### src/rtl/valve_sequencer.sv
// Valve sequencer: staggered solenoid opening, min/max on-time
// and a latched fault shutdown for the irrigation controller.
module valve_sequencer #(
  parameter int STAGGER_CYC = 4,
  parameter int MIN_ON_CYC  = 8,
  parameter int MAX_ON_CYC  = 64,
  parameter int CW          = 8
) (
  input  logic       clk,
  input  logic       reset,
  input  logic [1:0] R1,
  input  logic [1:0] R2,
  input  logic [1:0] E,
  input  logic       fault_clr,
  output logic [3:0] V,
  output logic       pump_on,
  output logic       busy,
  output logic       fault,
  output logic [3:0] timeout
);

  typedef enum logic [1:0] {
    IDLE,
    ACTIVE,
    FLT
  } state_e;

  localparam logic [CW-1:0] STAG_LD = CW'(STAGGER_CYC - 1);
  localparam logic [CW-1:0] MIN_LIM = CW'(MIN_ON_CYC - 1);
  localparam logic [CW-1:0] MAX_LIM = CW'(MAX_ON_CYC - 1);

  state_e          state_q, state_d;
  logic [3:0]      req_q;
  logic            err_q;
  logic [3:0]      v_q, v_d;
  logic [3:0]      lock_q, lock_d;
  logic [3:0]      tmo_q, tmo_d;
  logic            fault_q, fault_d;
  logic            pump_q, pump_d;
  logic [CW-1:0]   stag_q, stag_d;
  logic [CW-1:0]   on_q [4];
  logic [CW-1:0]   on_d [4];

  logic [3:0]      cand, pick, wd, nclose;

  always_comb begin
    state_d = state_q;
    v_d     = v_q;
    lock_d  = lock_q;
    tmo_d   = tmo_q;
    fault_d = fault_q;
    stag_d  = (stag_q != '0) ? stag_q - CW'(1) : '0;
    cand    = req_q & ~v_q & ~lock_q;
    pick    = cand & (~cand + 4'd1);
    wd      = '0;
    nclose  = '0;
    for (int i = 0; i < 4; i++) begin
      wd[i]     = v_q[i] & req_q[i] & (on_q[i] == MAX_LIM);
      nclose[i] = v_q[i] & ~req_q[i] & (on_q[i] >= MIN_LIM);
      on_d[i]   = (v_q[i] && on_q[i] != MAX_LIM) ?
                  on_q[i] + CW'(1) : on_q[i];
    end

    if (err_q) begin
      v_d     = '0;
      fault_d = 1'b1;
      lock_d  = '0;
      state_d = FLT;
    end else if (state_q == FLT) begin
      if (fault_clr) begin
        fault_d = 1'b0;
        tmo_d   = '0;
        stag_d  = '0;
        state_d = IDLE;
      end
    end else begin
      v_d    = v_q & ~(wd | nclose);
      lock_d = (lock_q & req_q) | wd;
      tmo_d  = (fault_clr ? 4'b0 : tmo_q) | wd;
      // candidates exclude open valves, so a closer never reopens here
      if (cand != '0 && stag_q == '0) begin
        v_d    = v_d | pick;
        stag_d = STAG_LD;
        for (int i = 0; i < 4; i++)
          if (pick[i]) on_d[i] = '0;
      end
      state_d = (v_d != '0) ? ACTIVE : IDLE;
    end
    pump_d = |v_d;
  end

  always_ff @(posedge clk or negedge reset) begin
    if (!reset) begin
      state_q <= IDLE;
      req_q   <= '0;
      err_q   <= 1'b0;
      v_q     <= '0;
      lock_q  <= '0;
      tmo_q   <= '0;
      fault_q <= 1'b0;
      pump_q  <= 1'b0;
      stag_q  <= '0;
      for (int i = 0; i < 4; i++) on_q[i] <= '0;
    end else begin
      state_q <= state_d;
      req_q   <= {R2, R1};
      err_q   <= (E != 2'b01);
      v_q     <= v_d;
      lock_q  <= lock_d;
      tmo_q   <= tmo_d;
      fault_q <= fault_d;
      pump_q  <= pump_d;
      stag_q  <= stag_d;
      for (int i = 0; i < 4; i++) on_q[i] <= on_d[i];
    end
  end

  assign V       = v_q;
  assign pump_on = pump_q;
  assign busy    = pump_q;
  assign fault   = fault_q;
  assign timeout = tmo_q;

endmodule

### config.mk
export PLATFORM = sky130hd
export DESIGN_NAME = valve_sequencer
export DESIGN_NICKNAME = d
export VERILOG_FILES = /design/src/rtl/valve_sequencer.sv
export SDC_FILE = /design/constraint.sdc
export NUM_CORES = 1
export LEC_CHECK = 0
export CAP_MARGIN = 20
export CORE_ASPECT_RATIO = 1.5
export CORE_UTILIZATION = 60
export CTS_BUF_LIST = sky130_fd_sc_hd__clkbuf_8
export DETAILED_ROUTE_END_ITERATION = 6
export PLACE_DENSITY = 0.81
export SYNTH_ARGS = -nofsm -noshare
export SYNTH_HDL_FRONTEND = slang
export SYNTH_SLANG_ARGS = --single-unit
### constraint.sdc
create_clock -name clk -period 4.4 [get_ports clk]
set_input_delay 0.44 -clock clk [delete_from_list [all_inputs] [get_ports clk]]
set_output_delay 0.44 -clock clk [all_outputs]
set_load 0.05 [all_outputs]
==> flow_metrics.env <==
export IMPL_dpl_cell_count=384
export IMPL_final_seq_area_um2=1526
export IMPL_critPathArrivalTime_ns=2.51
export IMPL_port_buffers=19
export IMPL_grtUsageMet1_pct=28.95
export IMPL_synthAdderAreaFrac_pct=2.502
export IMPL_drc=0
export IMPL_outcome="complete, no violations"
export IMPL_via_per_inst=5.783
export IMPL_vias=2313
export IMPL_drtPass1Iterations=4
export IMPL_crit_path_max_fanout=9
export IMPL_cts_resized=0
export IMPL_endpoint_kind="register"
export IMPL_hold_buffers=0
export IMPL_slowest_delay_ns=0.50
export IMPL_p_leak_uw=0.001488
export IMPL_maxCapViolCount=0
export IMPL_powerDensity_nw_per_um2=417.0
export IMPL_die_x_um=59.74
export IMPL_synthSimpleGateAreaFrac_pct=24.19
export IMPL_antennaDiodeCount=0
export IMPL_drtIter0Drc=107
export IMPL_ir_drop_uv=265.1
export IMPL_path_class="register to register"
export IMPL_worst_slew_pin_slew_ns=0.9047
export IMPL_drtAntennaViolNets=0
export IMPL_tns_ns=0
export IMPL_synth_xor_area_share_pct=8.757
export IMPL_grt_pass1_vias=2250
export IMPL_crit_chain="ha_1 > or3b_1 > o21a_1 > a211oi_2 > o31ai_1 > or4_1"
export IMPL_netlist_area_um2=3000
export IMPL_start_kind="register"
export IMPL_track_usage_pct=25.31
export IMPL_reg2reg_slack_ns=2.11
export IMPL_slowest_stage="or4_1"
export IMPL_grt_overflow=0
export IMPL_worstPathRequired_ns=4.62
export IMPL_cts_max_level=3
export IMPL_rsz0062_at_grt="no"
export IMPL_busiest_layer="met2"
export IMPL_initial_core_util_pct=62.38
export IMPL_ioPinCount=20
export IMPL_cts_setup_buffers=0
export IMPL_cts_tree="yes"
export IMPL_clk_path_buf_depth=2
export IMPL_syn_num_nets=317
export IMPL_fmax_ghz=0.4369
export IMPL_area_growth_pct=15.76
export IMPL_grt_pass1_wl_mm=9.763
export IMPL_cts_sinks=61
export IMPL_grt_max_degree=62
export IMPL_grtUsageMet2_pct=42.22
export IMPL_fillers=364
export IMPL_final_max_slew_viol_count=0
export IMPL_dieHeight_um=88.61
export IMPL_synth_top_family_by_area="simple AND/OR/NAND/NOR gates"
export IMPL_finalClockSkew_ns=0.008657
export IMPL_placed_area_um2=3248
export IMPL_yosysSeqAreaShare_pct=50.88
export IMPL_period_share_pct=52.02
export IMPL_setup_viol=0
export IMPL_routabilityCongestion=0.9149
export IMPL_finalNonFillerCells=400
export IMPL_worst_skew_pair_late_latency_ns=0.34
export IMPL_fin_util_pct=72.22
export IMPL_crit_buf_inv=0
export IMPL_wl_per_cell_um=14.49
export IMPL_clk_pin_slew_worst_paths_ns=0.07
export IMPL_finalWirelength_mm=5.795
export IMPL_ys_ff_latch=61
export IMPL_layout_drive_gt1_share_pct=8.084
export IMPL_slew_headroom_pct=39.19
export IMPL_synth_area_per_cell_um2=9.935
export IMPL_finalHoldViolCount=0
export IMPL_met3_usage_pct=5.117
export IMPL_period_needed_ns=2.289
export IMPL_ys_warn_count=0
export IMPL_synthCells=302
export IMPL_synth_cell_type_count=51
export IMPL_grt_antenna_before_repair=0
export IMPL_synth_compound_area_share_pct=11.68
export IMPL_cts_root_buf="clkbuf_8"
export IMPL_ys_flop_type="dfrtp_1"
export IMPL_fin_nets=344
export IMPL_cts_buffers=9
export IMPL_hpwl_mm=3.989
export IMPL_cpLargestDelayFamily="simple AND/OR/NAND/NOR gates"
export IMPL_dieArea_um2=5293
export IMPL_core_um2=4810
export IMPL_row_count=31
export IMPL_fin_area_um2=3473
export IMPL_min_path_type="input pin to asynchronous set/reset pin"
export IMPL_synth_edf_count=0
export IMPL_multi_input_area_um2=1424
export IMPL_async_reset_ff_share_pct=100.0
export IMPL_synthMuxAreaShare_pct=0.3336
layer usage:
metal	vias up	routed length [um]	share of wire (%)
li1	1127	-	-
met1	1125	2362	41
met2	47	3112	54
met3	14	195	3.4
met4	0	125	2.2
met5	-	0	0
final cells by class:
class,count,share of cell area (%)
clock inverter,5,2.125
inverter,6,0.6484
clock buffer,11,4.359
multi-input combinational,231,40.99
timing repair buffer,20,5.548
sequential,61,43.95
tap,66,2.378
cell usage in the layout (no fill, tap or decap), types with 4 or more instances in the layout:
| cell | n |
|---|---|
| nand2_1 | 32 |
| and3_1 | 4 |
| nand4_1 | 8 |
| a21oi_1 | 11 |
| nor3_1 | 13 |
| ha_1 | 6 |
| nand3_1 | 11 |
| xnor2_1 | 16 |
| clkbuf_8 | 11 |
| nor2_1 | 51 |
| xor2_1 | 14 |
| o21ai_0 | 12 |
| inv_1 | 6 |
| dfrtp_1 | 61 |
| nand2b_1 | 5 |
| a31oi_1 | 5 |
| clkdlybuf4s50_1 | 18 |
cells by family after synthesis:
kind of cell	count (synthesis)
AO/OA/AOI/OAI	48
buffers and inverters	10
flip-flops	61
adder cells (fa/ha/maj)	6
multiplexers	1
XOR/XNOR	30
AND/OR/NAND/NOR	146
per-stage QoR:
stage               setup WS [ns]  total power [uW]  hold slack [ns]
CTS                         2.128              1458           0.2759
detailed placement          2.132             902.5           0.4543
floorplan                   2.168             839.6           0.1444
global placement            2.193             891.0           0.4538
global route                1.949              1519           0.3323
finish                      2.111              1448           0.2422
Yosys cell counts, drive strengths merged (2+ instances only):
| library cell | number | area, um^2 |
|---|---|---|
| xor2 | 14 | 122.6 |
| ha | 6 | 75.07 |
| dfrtp | 61 | 1526 |
| nand3 | 12 | 65.06 |
| a32o | 3 | 30.03 |
| nor2 | 51 | 191.4 |
| nor4 | 6 | 65.06 |
| o21ai | 13 | 65.06 |
| and2 | 2 | 12.51 |
| a21oi | 11 | 55.05 |
| a31oi | 5 | 31.28 |
| and3 | 4 | 25.02 |
| nor3 | 13 | 65.06 |
| o41ai | 2 | 43.80 |
| buf | 3 | 23.77 |
| o41a | 2 | 22.52 |
| nand2 | 32 | 120.1 |
| o31ai | 3 | 22.52 |
| inv | 5 | 18.77 |
| or3b | 4 | 35.04 |
| nand2b | 5 | 31.28 |
| nand4 | 8 | 50.05 |
| or3 | 3 | 20.02 |
| xnor2 | 16 | 140.1 |
worst paths after layout:
kind | start | cells after the start | endpoint
min in group clk | timeout[1] | 2 | timeout[1]
worst min register to register | timeout[1] | 2 | timeout[1]
max in group asynchronous | reset | 2 | on_q[6]
worst max register to register | on_q[16] | 6 | busy
worst min-delay path | reset | 2 | on_q[4]
worst max-delay path | on_q[16] | 6 | busy
flip-flops by register name, summed over array words and instances, names as in the netlist:
register and cells:
V 4, busy 1, err_q 1, fault 1
lock_q 4, on_q 32, req_q 4, stag_q 8
state_q 2, timeout 4
power breakdown:
part	leakage (uW)	switching (uW)	internal [uW]
logic	0.000553	121	96.0
registers	0.000815	58.2	619
clock network	0.000121	208	346
No activity file was read; power rests on OpenSTA's default activity.
==> RTL edit, RTL diff (same settings) <==
The parameter `CW` goes from 8 to 16.
--- a/src/rtl/valve_sequencer.sv
+++ b/src/rtl/valve_sequencer.sv
@@ -5,5 +5,5 @@
   parameter int MIN_ON_CYC  = 8,
   parameter int MAX_ON_CYC  = 64,
-  parameter int CW          = 8
+  parameter int CW          = 16
 ) (
   input  logic       clk,
Check against the original RTL: no difference found for any inputs over 10 cycles, from zero or initial values and one cycle with reset low; that may be too few to reach the edited logic, so the function may still have changed.
==> RTL edit against the unedited design <==
  * Sequential cell count grew 40
  * Synthesized area grew 74%
  * Routed wire length grew 76%
  * Sequential power grew 58%
  * Power grew 30%
  * Worst setup slack lost 0.33 ns
  * Critical path depth grew 1
  * Sequential share of layout area grew 0.94 points
  * Critical endpoint unchanged
  * Global-route usage shrank 0.58 points
  * Via count grew 70%
  * Clock power shrank 4.9%
  * Final area grew 62%
  * Non-clock buffer count grew 1
==> RTL edit: results (changes against the unedited design) <==
Run status
  • Status: finished, final reports clean (unchanged)

Global route
  • M1 GR Usage: 29.93% (was 28.95%)
  • Largest net degree at the start of global routing: 74 (was 62)
  • First-pass GRT wire length: 17.60 mm (was 9.763 mm)
  • GR Util met3: 4.141% (was 5.117%)

Placement
  • Dpl cell area: 0.005458 mm² (was 0.003248 mm²)
  • Pre-CTS setup slack: 1.817 ns (was 2.132 ns)
  • Cells after DPL: 649 (was 384)
  • Routability cong.: 0.8220 (was 0.9149)

Routing
  • Iter 0 DRT Violations: 248 (was 107)
  • Wire length on met3: 260 µm (was 195 µm)

Pwr
  • Combinational Power Share: 15.2% (was 15.0%)
  • Leak Pwr: 2.444 nW (was 1.488 nW)
  • Sw Pwr: 0.5530 mW (was 0.3877 mW)
  • Clock Power Share: 28.0% (was 38.2%)

Critical path
  • WP data arrival: 2.94 ns (was 2.51 ns)
  • CP max stage cell: and3_1 (was or4_1)
  • Critical Path Fanout Max: 17 (was 9)

Yosys
  • Netlist cell types: 49 (was 51)
  • Mapped Nets: 559 (was 317)

Layout
  • Biggest regs: on_q x64, stag_q x16 (was on_q x32, stag_q x8)
  • Fin nets: 568 (was 344)
  • FILL cells: 675 (was 364)

Timing
  • Hold slack: 0.1817 ns (was 0.2422 ns)

Clock network
  • Clock latency on the worst-skew pair: 0.37 ns (was 0.34 ns)
[RTL edit: cell count changes after synthesis, moves of 8 or more]
cell | before | now
dfrtp_1 | 61 | 101
or4_1 | 1 | 9
nor4_1 | 3 | 14
xnor2_1 | 16 | 41
inv_1 | 5 | 15
nand3_1 | 11 | 28
or3_1 | 2 | 11
clkbuf_1 | 1 | 10
buf_2 | 1 | 10
and3_1 | 4 | 13
nor2_1 | 51 | 87
xor2_1 | 14 | 23
nor3_1 | 13 | 25
[RTL edit: cell type report]
cell class	instances	area share, %
Clock buffer	10	2.444
Multi-Input combinational cell	406	45.20
Sequential cell	101	44.89
Inverter	15	1.000
Tap cell	107	2.378
Clock inverter	5	0.4889
Timing Repair Buffer	21	3.600
[RTL edit: cells by family after synthesis]
kind of cell | count (synthesis) | synth area share, %
fa+ha+maj | 5 | 1.195
compound gates | 56 | 7.770
xor+xnor | 64 | 10.71
simple gates | 278 | 28.38
flops | 101 | 48.29
mux | 3 | 0.5738
buf+inv | 38 | 3.084
